--- src/rtl/ycbcr_to_rgb565_if.sv ---
// Video stream bundle for the YCbCr-to-RGB565 converter.
//   pre_frame_*  : input sync qualifiers (vsync, hsync, de)
//   img_y/cb/cr  : 8-bit full-range BT.601 samples, valid while pre_frame_de=1
//   post_frame_* : sync qualifiers delayed to line up with the pixel outputs
//   rgb565_data  : packed pixel {B5, G6, R5}
//   rgb_r8/g8/b8 : clamped 8-bit components ahead of the 565 truncation
// master drives the YCbCr side; slave is the converter.
interface ycbcr_to_rgb565_if;
  logic        pre_frame_vsync;
  logic        pre_frame_hsync;
  logic        pre_frame_de;
  logic [7:0]  img_y;
  logic [7:0]  img_cb;
  logic [7:0]  img_cr;

  logic        post_frame_vsync;
  logic        post_frame_hsync;
  logic        post_frame_de;
  logic [15:0] rgb565_data;
  logic [7:0]  rgb_r8;
  logic [7:0]  rgb_g8;
  logic [7:0]  rgb_b8;

  modport master (
    output pre_frame_vsync, pre_frame_hsync, pre_frame_de,
    output img_y, img_cb, img_cr,
    input  post_frame_vsync, post_frame_hsync, post_frame_de,
    input  rgb565_data, rgb_r8, rgb_g8, rgb_b8
  );

  modport slave (
    input  pre_frame_vsync, pre_frame_hsync, pre_frame_de,
    input  img_y, img_cb, img_cr,
    output post_frame_vsync, post_frame_hsync, post_frame_de,
    output rgb565_data, rgb_r8, rgb_g8, rgb_b8
  );
endinterface

--- src/rtl/ycbcr_to_rgb565.sv ---
// Streaming full-range BT.601 YCbCr to RGB565 converter.
// Fixed 3-stage pipeline with no back-pressure; syncs ride a matching
// 3-deep delay line. Outputs are forced to 0 while post_frame_de=0.
//   clk   : pixel clock, rising edge
//   rst_n : asynchronous active-low reset
//   vid   : video stream bundle (slave side)
// ROUND=1 adds one half LSB before the final >>8 (round-half-up).
module ycbcr_to_rgb565 #(
  parameter bit ROUND = 1'b1
) (
  input  logic               clk,
  input  logic               rst_n,
  ycbcr_to_rgb565_if.slave   vid
);

  localparam int unsigned PIX_W   = 8;
  localparam int unsigned CHR_W   = 9;
  localparam int unsigned SUM_W   = 19;
  localparam int unsigned DLY     = 3;
  localparam int unsigned RGB565W = 16;

  // Q8 coefficients
  localparam logic signed [SUM_W-1:0] K_CR_R = SUM_W'(359);
  localparam logic signed [SUM_W-1:0] K_CB_G = SUM_W'(88);
  localparam logic signed [SUM_W-1:0] K_CR_G = SUM_W'(183);
  localparam logic signed [SUM_W-1:0] K_CB_B = SUM_W'(454);

  localparam logic signed [SUM_W-1:0] RND_ADD = ROUND ? SUM_W'(128) : SUM_W'(0);
  localparam logic signed [SUM_W-1:0] MAX8    = SUM_W'(255);

  function automatic logic signed [SUM_W-1:0] sext_chroma(input logic signed [CHR_W-1:0] x);
    return $signed({{(SUM_W-CHR_W){x[CHR_W-1]}}, x});
  endfunction

  // Round/shift a Q8 sum back to pixel scale and saturate to 0..255
  function automatic logic [PIX_W-1:0] clamp8(input logic signed [SUM_W-1:0] s);
    logic signed [SUM_W-1:0] t;
    t = (s + RND_ADD) >>> 8;
    if (t < 0)         return '0;
    else if (t > MAX8) return '1;
    else               return t[PIX_W-1:0];
  endfunction

  // Stage 1: centre chroma, scale luma, form products
  logic signed [CHR_W-1:0] cbs_c, crs_c;
  logic signed [SUM_W-1:0] ys_c, pr_c, pgb_c, pgr_c, pb_c;

  always_comb begin
    cbs_c = $signed({1'b0, vid.img_cb}) - 9'sd128;
    crs_c = $signed({1'b0, vid.img_cr}) - 9'sd128;
    ys_c  = $signed({3'b000, vid.img_y, 8'h00});
    pr_c  = sext_chroma(crs_c) * K_CR_R;
    pgb_c = sext_chroma(cbs_c) * K_CB_G;
    pgr_c = sext_chroma(crs_c) * K_CR_G;
    pb_c  = sext_chroma(cbs_c) * K_CB_B;
  end

  logic signed [SUM_W-1:0] ys_q, pr_q, pgb_q, pgr_q, pb_q;

  always_ff @(posedge clk or negedge rst_n) begin
    if (!rst_n) begin
      ys_q  <= '0;
      pr_q  <= '0;
      pgb_q <= '0;
      pgr_q <= '0;
      pb_q  <= '0;
    end else begin
      ys_q  <= ys_c;
      pr_q  <= pr_c;
      pgb_q <= pgb_c;
      pgr_q <= pgr_c;
      pb_q  <= pb_c;
    end
  end

  // Stage 2: per-channel sums; 19 bits covers every 8-bit input combination
  logic signed [SUM_W-1:0] sr_q, sg_q, sb_q;

  always_ff @(posedge clk or negedge rst_n) begin
    if (!rst_n) begin
      sr_q <= '0;
      sg_q <= '0;
      sb_q <= '0;
    end else begin
      sr_q <= ys_q + pr_q;
      sg_q <= ys_q - pgb_q - pgr_q;
      sb_q <= ys_q + pb_q;
    end
  end

  // Sync delay lines; bit [1] is the de belonging to the pixel in stage 2
  logic [DLY-1:0] vs_q, hs_q, de_q;

  always_ff @(posedge clk or negedge rst_n) begin
    if (!rst_n) begin
      vs_q <= '0;
      hs_q <= '0;
      de_q <= '0;
    end else begin
      vs_q <= {vs_q[DLY-2:0], vid.pre_frame_vsync};
      hs_q <= {hs_q[DLY-2:0], vid.pre_frame_hsync};
      de_q <= {de_q[DLY-2:0], vid.pre_frame_de};
    end
  end

  // Stage 3: clamp, pack, and mask with the pixel's own de
  logic [PIX_W-1:0] r8_c, g8_c, b8_c;

  always_comb begin
    r8_c = clamp8(sr_q);
    g8_c = clamp8(sg_q);
    b8_c = clamp8(sb_q);
  end

  logic [PIX_W-1:0]   r8_q, g8_q, b8_q;
  logic [RGB565W-1:0] rgb565_q;

  always_ff @(posedge clk or negedge rst_n) begin
    if (!rst_n) begin
      r8_q     <= '0;
      g8_q     <= '0;
      b8_q     <= '0;
      rgb565_q <= '0;
    end else if (de_q[DLY-2]) begin
      r8_q     <= r8_c;
      g8_q     <= g8_c;
      b8_q     <= b8_c;
      rgb565_q <= {b8_c[7:3], g8_c[7:2], r8_c[7:3]};
    end else begin
      r8_q     <= '0;
      g8_q     <= '0;
      b8_q     <= '0;
      rgb565_q <= '0;
    end
  end

  assign vid.post_frame_vsync = vs_q[DLY-1];
  assign vid.post_frame_hsync = hs_q[DLY-1];
  assign vid.post_frame_de    = de_q[DLY-1];
  assign vid.rgb565_data      = rgb565_q;
  assign vid.rgb_r8           = r8_q;
  assign vid.rgb_g8           = g8_q;
  assign vid.rgb_b8           = b8_q;

endmodule
--- src/flat_wrapper.sv ---
// flat-port wrapper written by rule: the top's interface ports become plain ports
module ycbcr_to_rgb565_flat 
#(
  parameter bit ROUND = 1'b1
)
  (clk, rst_n, vid_pre_frame_vsync, vid_pre_frame_hsync, vid_pre_frame_de, vid_img_y, vid_img_cb, vid_img_cr, vid_post_frame_vsync, vid_post_frame_hsync, vid_post_frame_de, vid_rgb565_data, vid_rgb_r8, vid_rgb_g8, vid_rgb_b8);
  ycbcr_to_rgb565_if vid_i ();
  input  logic clk;
  input  logic rst_n;
  input wire logic [$bits(vid_i.pre_frame_vsync)-1:0] vid_pre_frame_vsync;
  input wire logic [$bits(vid_i.pre_frame_hsync)-1:0] vid_pre_frame_hsync;
  input wire logic [$bits(vid_i.pre_frame_de)-1:0] vid_pre_frame_de;
  input wire logic [$bits(vid_i.img_y)-1:0] vid_img_y;
  input wire logic [$bits(vid_i.img_cb)-1:0] vid_img_cb;
  input wire logic [$bits(vid_i.img_cr)-1:0] vid_img_cr;
  output wire logic [$bits(vid_i.post_frame_vsync)-1:0] vid_post_frame_vsync;
  output wire logic [$bits(vid_i.post_frame_hsync)-1:0] vid_post_frame_hsync;
  output wire logic [$bits(vid_i.post_frame_de)-1:0] vid_post_frame_de;
  output wire logic [$bits(vid_i.rgb565_data)-1:0] vid_rgb565_data;
  output wire logic [$bits(vid_i.rgb_r8)-1:0] vid_rgb_r8;
  output wire logic [$bits(vid_i.rgb_g8)-1:0] vid_rgb_g8;
  output wire logic [$bits(vid_i.rgb_b8)-1:0] vid_rgb_b8;
  assign vid_i.pre_frame_vsync = vid_pre_frame_vsync;
  assign vid_i.pre_frame_hsync = vid_pre_frame_hsync;
  assign vid_i.pre_frame_de = vid_pre_frame_de;
  assign vid_i.img_y = vid_img_y;
  assign vid_i.img_cb = vid_img_cb;
  assign vid_i.img_cr = vid_img_cr;
  assign vid_post_frame_vsync = vid_i.post_frame_vsync;
  assign vid_post_frame_hsync = vid_i.post_frame_hsync;
  assign vid_post_frame_de = vid_i.post_frame_de;
  assign vid_rgb565_data = vid_i.rgb565_data;
  assign vid_rgb_r8 = vid_i.rgb_r8;
  assign vid_rgb_g8 = vid_i.rgb_g8;
  assign vid_rgb_b8 = vid_i.rgb_b8;
  ycbcr_to_rgb565 #(.ROUND(ROUND)) u_core (.clk(clk), .rst_n(rst_n), .vid(vid_i));
endmodule
--- config.mk ---
export PLATFORM = sky130hd
export DESIGN_NAME = ycbcr_to_rgb565_flat
export DESIGN_NICKNAME = d
export VERILOG_FILES = /design/src/rtl/ycbcr_to_rgb565_if.sv /design/src/rtl/ycbcr_to_rgb565.sv /design/src/flat_wrapper.sv
export SDC_FILE = /design/constraint.sdc
export NUM_CORES = 1
export LEC_CHECK = 0
export ABC_AREA = 1
export BUFFER_PORTS_ARGS = -buffer_cell sky130_fd_sc_hd__buf_4
export CAP_MARGIN = 25
export CELL_PAD_IN_SITES_DETAIL_PLACEMENT = 1
export CELL_PAD_IN_SITES_GLOBAL_PLACEMENT = 1
export CORE_UTILIZATION = 43
export CTS_CLUSTER_DIAMETER = 60
export DETAILED_ROUTE_END_ITERATION = 10
export PLACE_DENSITY_LB_ADDON = 0.1
export SLEW_MARGIN = 20
export SYNTH_ARGS = -nofsm -noshare
export SYNTH_HDL_FRONTEND = slang
export SYNTH_SLANG_ARGS = --single-unit
--- constraint.sdc ---
create_clock -name clk -period 1.88 [get_ports clk]
set_input_delay 0.282 -clock clk [delete_from_list [all_inputs] [get_ports clk]]
set_output_delay 0.282 -clock clk [all_outputs]
set_load 0.01 [all_outputs]
==> impl_results.md <==
* Fmax at between 200 and 300 MHz
* Slowest cell delay on critical path at between 500 and 600 ps
* Most frequent CP cell: ha_4
* CTS Sinks at 133
* Top Ports at 72
* Top cell type's share of synthesized area at between 20% and 30%
* Core Region at 0.0272 mm^2
* Max-cap violation count at 0
* Sequential element share of the synthesized area at ~28%
* Wire length on met3 at approximately 2100 um
* Fill cell count at 2993
* H-tree depth at 4
* Area Overhead vs Synth at 51.2%
* Slowest stage cell on the critical path: fa_2
* Placed inst area at 0.0152 mm^2
* CTS max path bufs at 2
* Seq cells post-synth at approximately 130
* Worst slew margin at 66.4%
* Layout cells sized above 1 at 44.8%
* Antenna cells at 0
* HPWL Detailed at ~28000 um
* Syn_nets at 1701
* RSZ-0062 raised after global routing: true
* First-pass GRT wire length at approximately 65000 um
* CTS tree: done
* Post-synth cell types at 39
* Overall Global Routing Usage at 29.6%
* CP delay by family, top: adder cells
* Leakage at 9.02 nW
* CTS root buffer: clkbuf_16
* Pin count of the biggest net entering global routing at 66
* Die width at 169 um
* Post-Layout Inst Area at roughly 0.018 mm^2
* Worst-path cell chain: buf_8, clkinvlp_4, ha_4, inv_4, ha_4, fa_1, fa_1, inv_2, fa_2, inv_2, ha_4, nand2_4, nor2_4, nand3_2, nand2_4, nand2_2, nand2_2, xor2_2
* Nets@finish at 2040
* Total power draw at 34.2 mW
* Post-synthesis cell count at 1420
* Top cells by count, synth: nand2_1 (292), inv_1 (274), ha_1 (182)
* Endpoints failing setup at 68
* VDD IR max at 1.00 mV
* Clk_lat worst skew at 450 ps
* Flop-to-flop setup slack at -560 ps
* Critical path type: input pin to flop
* WL per Instance at 23.7 um
* Worst hold path type: input pin to flop
* GPL Wtd Cong at 0.895
* Row count at 60
* Starting DRT DRC Count at 721
* Ys async rst share at 100%
* PortBufs at 71
* Ranking of synthesized cells by area: dfrtp_1 (28%), ha_1 (19%), fa_1 (12%), nand2_1 (9.1%), inv_1 (8.5%)
* Overflow after GRT at 0
* Die H at between 150 and 200 um
* Wl on met1 at about 19000 um
* Worst path depth at 18
* Met2 WL at between 20000 and 30000 um
* Max Slew Vio Count at 0
* Yosys warnings at 0
* Clock skew at 10.3 ps
* Pwr/cell area at 1880 mW/mm^2
* Number of synthesized flops with an enable pin at 0
* Mean Syn Cell Area at 8.48 um^2
* Post-Syn Area at 0.0120 mm^2
* Most frequent cell after synthesis: nand2_1
* Reg2reg path depth at 10
* Top sig layer: met4
* Reg clk slew, reported paths at roughly 60 ps
* Failing checks: setup timing
* Via count at 11700
* CP bufs+invs at 5
* Critical path endpoint category: flop
* Die ar. at approximately 0.029 mm^2
* Critical Path Source Type: input pin
* DR pass1 iterations at 5
* Worst-margin pin slew at between 500 and 600 ps
* Via density at 5.46
* Vias in the first global route at 12500
* Initial antenna violation count at 2
* Final ANT Viol Nets at 0
* Total Wirelength at between 50000 and 60000 um
* Status: finished with violations
* Worst Hold Path Cells at 2
* Period minus WS final at 3550 ps
* Remaining DRCs at 0
* CP max FO at 5
* Fin crit share at 189%
* Final worst setup slack at -1670 ps
* Initial core utilization at 44.3%
* Primary FF master, synth: dfrtp_1
* Worst Path Required at 2210 ps
* Worst path arrival time at between 3000 and 4000 ps
* Inserted Clock Buffers at 17
* Final Hold Fails at 0
* Synth area leader: dfrtp_1
==> stage by stage <==
step	utilization [%]	worst slack (ps)	std cells	TNS (ps)	hold slack, ps
after global routing	67.0	-1870	2144	-59590	119
after global placement	55.9	-1770	2047	-66890	138
after CTS	63.4	-1430	2121	-44490	114
after floorplan	-	-1550	1420	-48440	-13.6
final	67.0	-1670	2144	-56180	125
after detailed placement	55.9	-1910	2047	-69980	138
==> placed cells by master, fill, tap and decap left out, types with 12 or more instances in the layout <==
| cell | netlist | layout |
|---|---|---|
| a21oi_1 | 61 | 32 |
| a21oi_2 | 16 | 37 |
| buf_4 | 17 | 263 |
| buf_6 | 0 | 52 |
| clkbuf_16 | 0 | 17 |
| dfrtp_1 | 133 | 130 |
| dlygate4sd3_1 | 0 | 12 |
| fa_1 | 70 | 59 |
| ha_1 | 182 | 107 |
| ha_4 | 0 | 70 |
| inv_1 | 274 | 206 |
| inv_2 | 1 | 60 |
| nand2_1 | 292 | 192 |
| nand2_2 | 10 | 87 |
| nand2_4 | 6 | 26 |
| nand3_1 | 75 | 50 |
| nand3_2 | 2 | 23 |
| nand4_1 | 19 | 19 |
| nor2_1 | 89 | 62 |
| nor2_2 | 7 | 22 |
| nor2_4 | 3 | 15 |
| xnor2_1 | 25 | 20 |
| xor2_1 | 63 | 43 |
| xor2_2 | 0 | 15 |
==> per-layer routing <==
metal  vias to the layer above  track usage, %
met1                      5954            33.2
met2                       448            57.1
met4                         0            10.8
met3                       202            3.29
li1                       5096               -
met5                         -               0
==> cell families after synthesis <==
kind of cell,Yosys count,share of synthesized area (%)
compound gates,132,6.65
xor+xnor,88,6.40
fa+ha+maj,252,30.6
buf+inv,296,9.81
flops,133,27.7
simple gates,519,18.9
==> worst register-to-register path, stage by stage (launching register included) <==
cell,delay [ps]
dfrtp_1,420
inv_2,100
fa_2,600
ha_4,250
a21oi_4,230
a21boi_4,260
nand2_2,90
nand2_2,70
nand3_2,100
nand2_2,110
nand2_2,80
==> path summary, 6_finish.rpt <==
kind	startpoint	end
max	vid_img_cr[6]	u_core.pr_q[12]$_DFF_PN0_
min	vid_img_cb[0]	u_core.pgb_q[3]$_DFF_PN0_
max reg2reg	u_core.pgb_q[9]$_DFF_PN0_	u_core.sg_q[18]$_DFF_PN0_
min reg2reg	u_core.vs_q[0]$_DFF_PN0_	u_core.vs_q[1]$_DFF_PN0_
max in group asynchronous	rst_n	u_core.ys_q[9]$_DFF_PN0_
min in group asynchronous	rst_n	u_core.sr_q[10]$_DFF_PN0_
==> layout make-up <==
cell class              count  area (um^2)  share of cell area, %
multi-input cells         991         9750                   53.6
flip-flops and latches    133         3330                   18.3
repair buffers            339         2900                   15.9
inverters                 277         1100                   6.05
well taps                 372          465                   2.56
clock buffers              21          460                   2.53
clock inverters            11          195                   1.07
==> where the power goes <==
part / leakage [nW] / switching (mW) / internal, mW / total, mW
Combinational: 7.10 / 14.4 / 11.1 / 25.5
Sequential: 1.59 / 0.877 / 4.05 / 4.93
Clock: 0.322 / 1.37 / 2.43 / 3.81
Total: 9.02 / 16.6 / 17.6 / 34.2
==> state kept, by name, summed over array words and instances, names as in the netlist <==
name and flops:
u_core.pgb_q 14, u_core.vid.rgb_b8 8, u_core.vid.rgb565_data 2, u_core.sg_q 12, u_core.ys_q 8, u_core.hs_q 3, u_core.vid.rgb_g8 7, u_core.sr_q 12
u_core.vs_q 3, u_core.de_q 3, u_core.sb_q 12, u_core.vid.rgb_r8 7, u_core.pr_q 14, u_core.pgr_q 16, u_core.pb_q 12
==> timing repair <==
| item | 4_1_cts | 5_1_grt |
|---|---|---|
| pin swaps | 144 | 156 |
| resized for setup | 220 | 192 |
| setup endpoints to repair | 67 | 67 |
| hold buffers | 12 | 0 |
| endpoints found under the hold margin | 56 | 0 |
| buffers inserted | 31 | 27 |
Note: power is estimated with default switching activity, not from simulation.
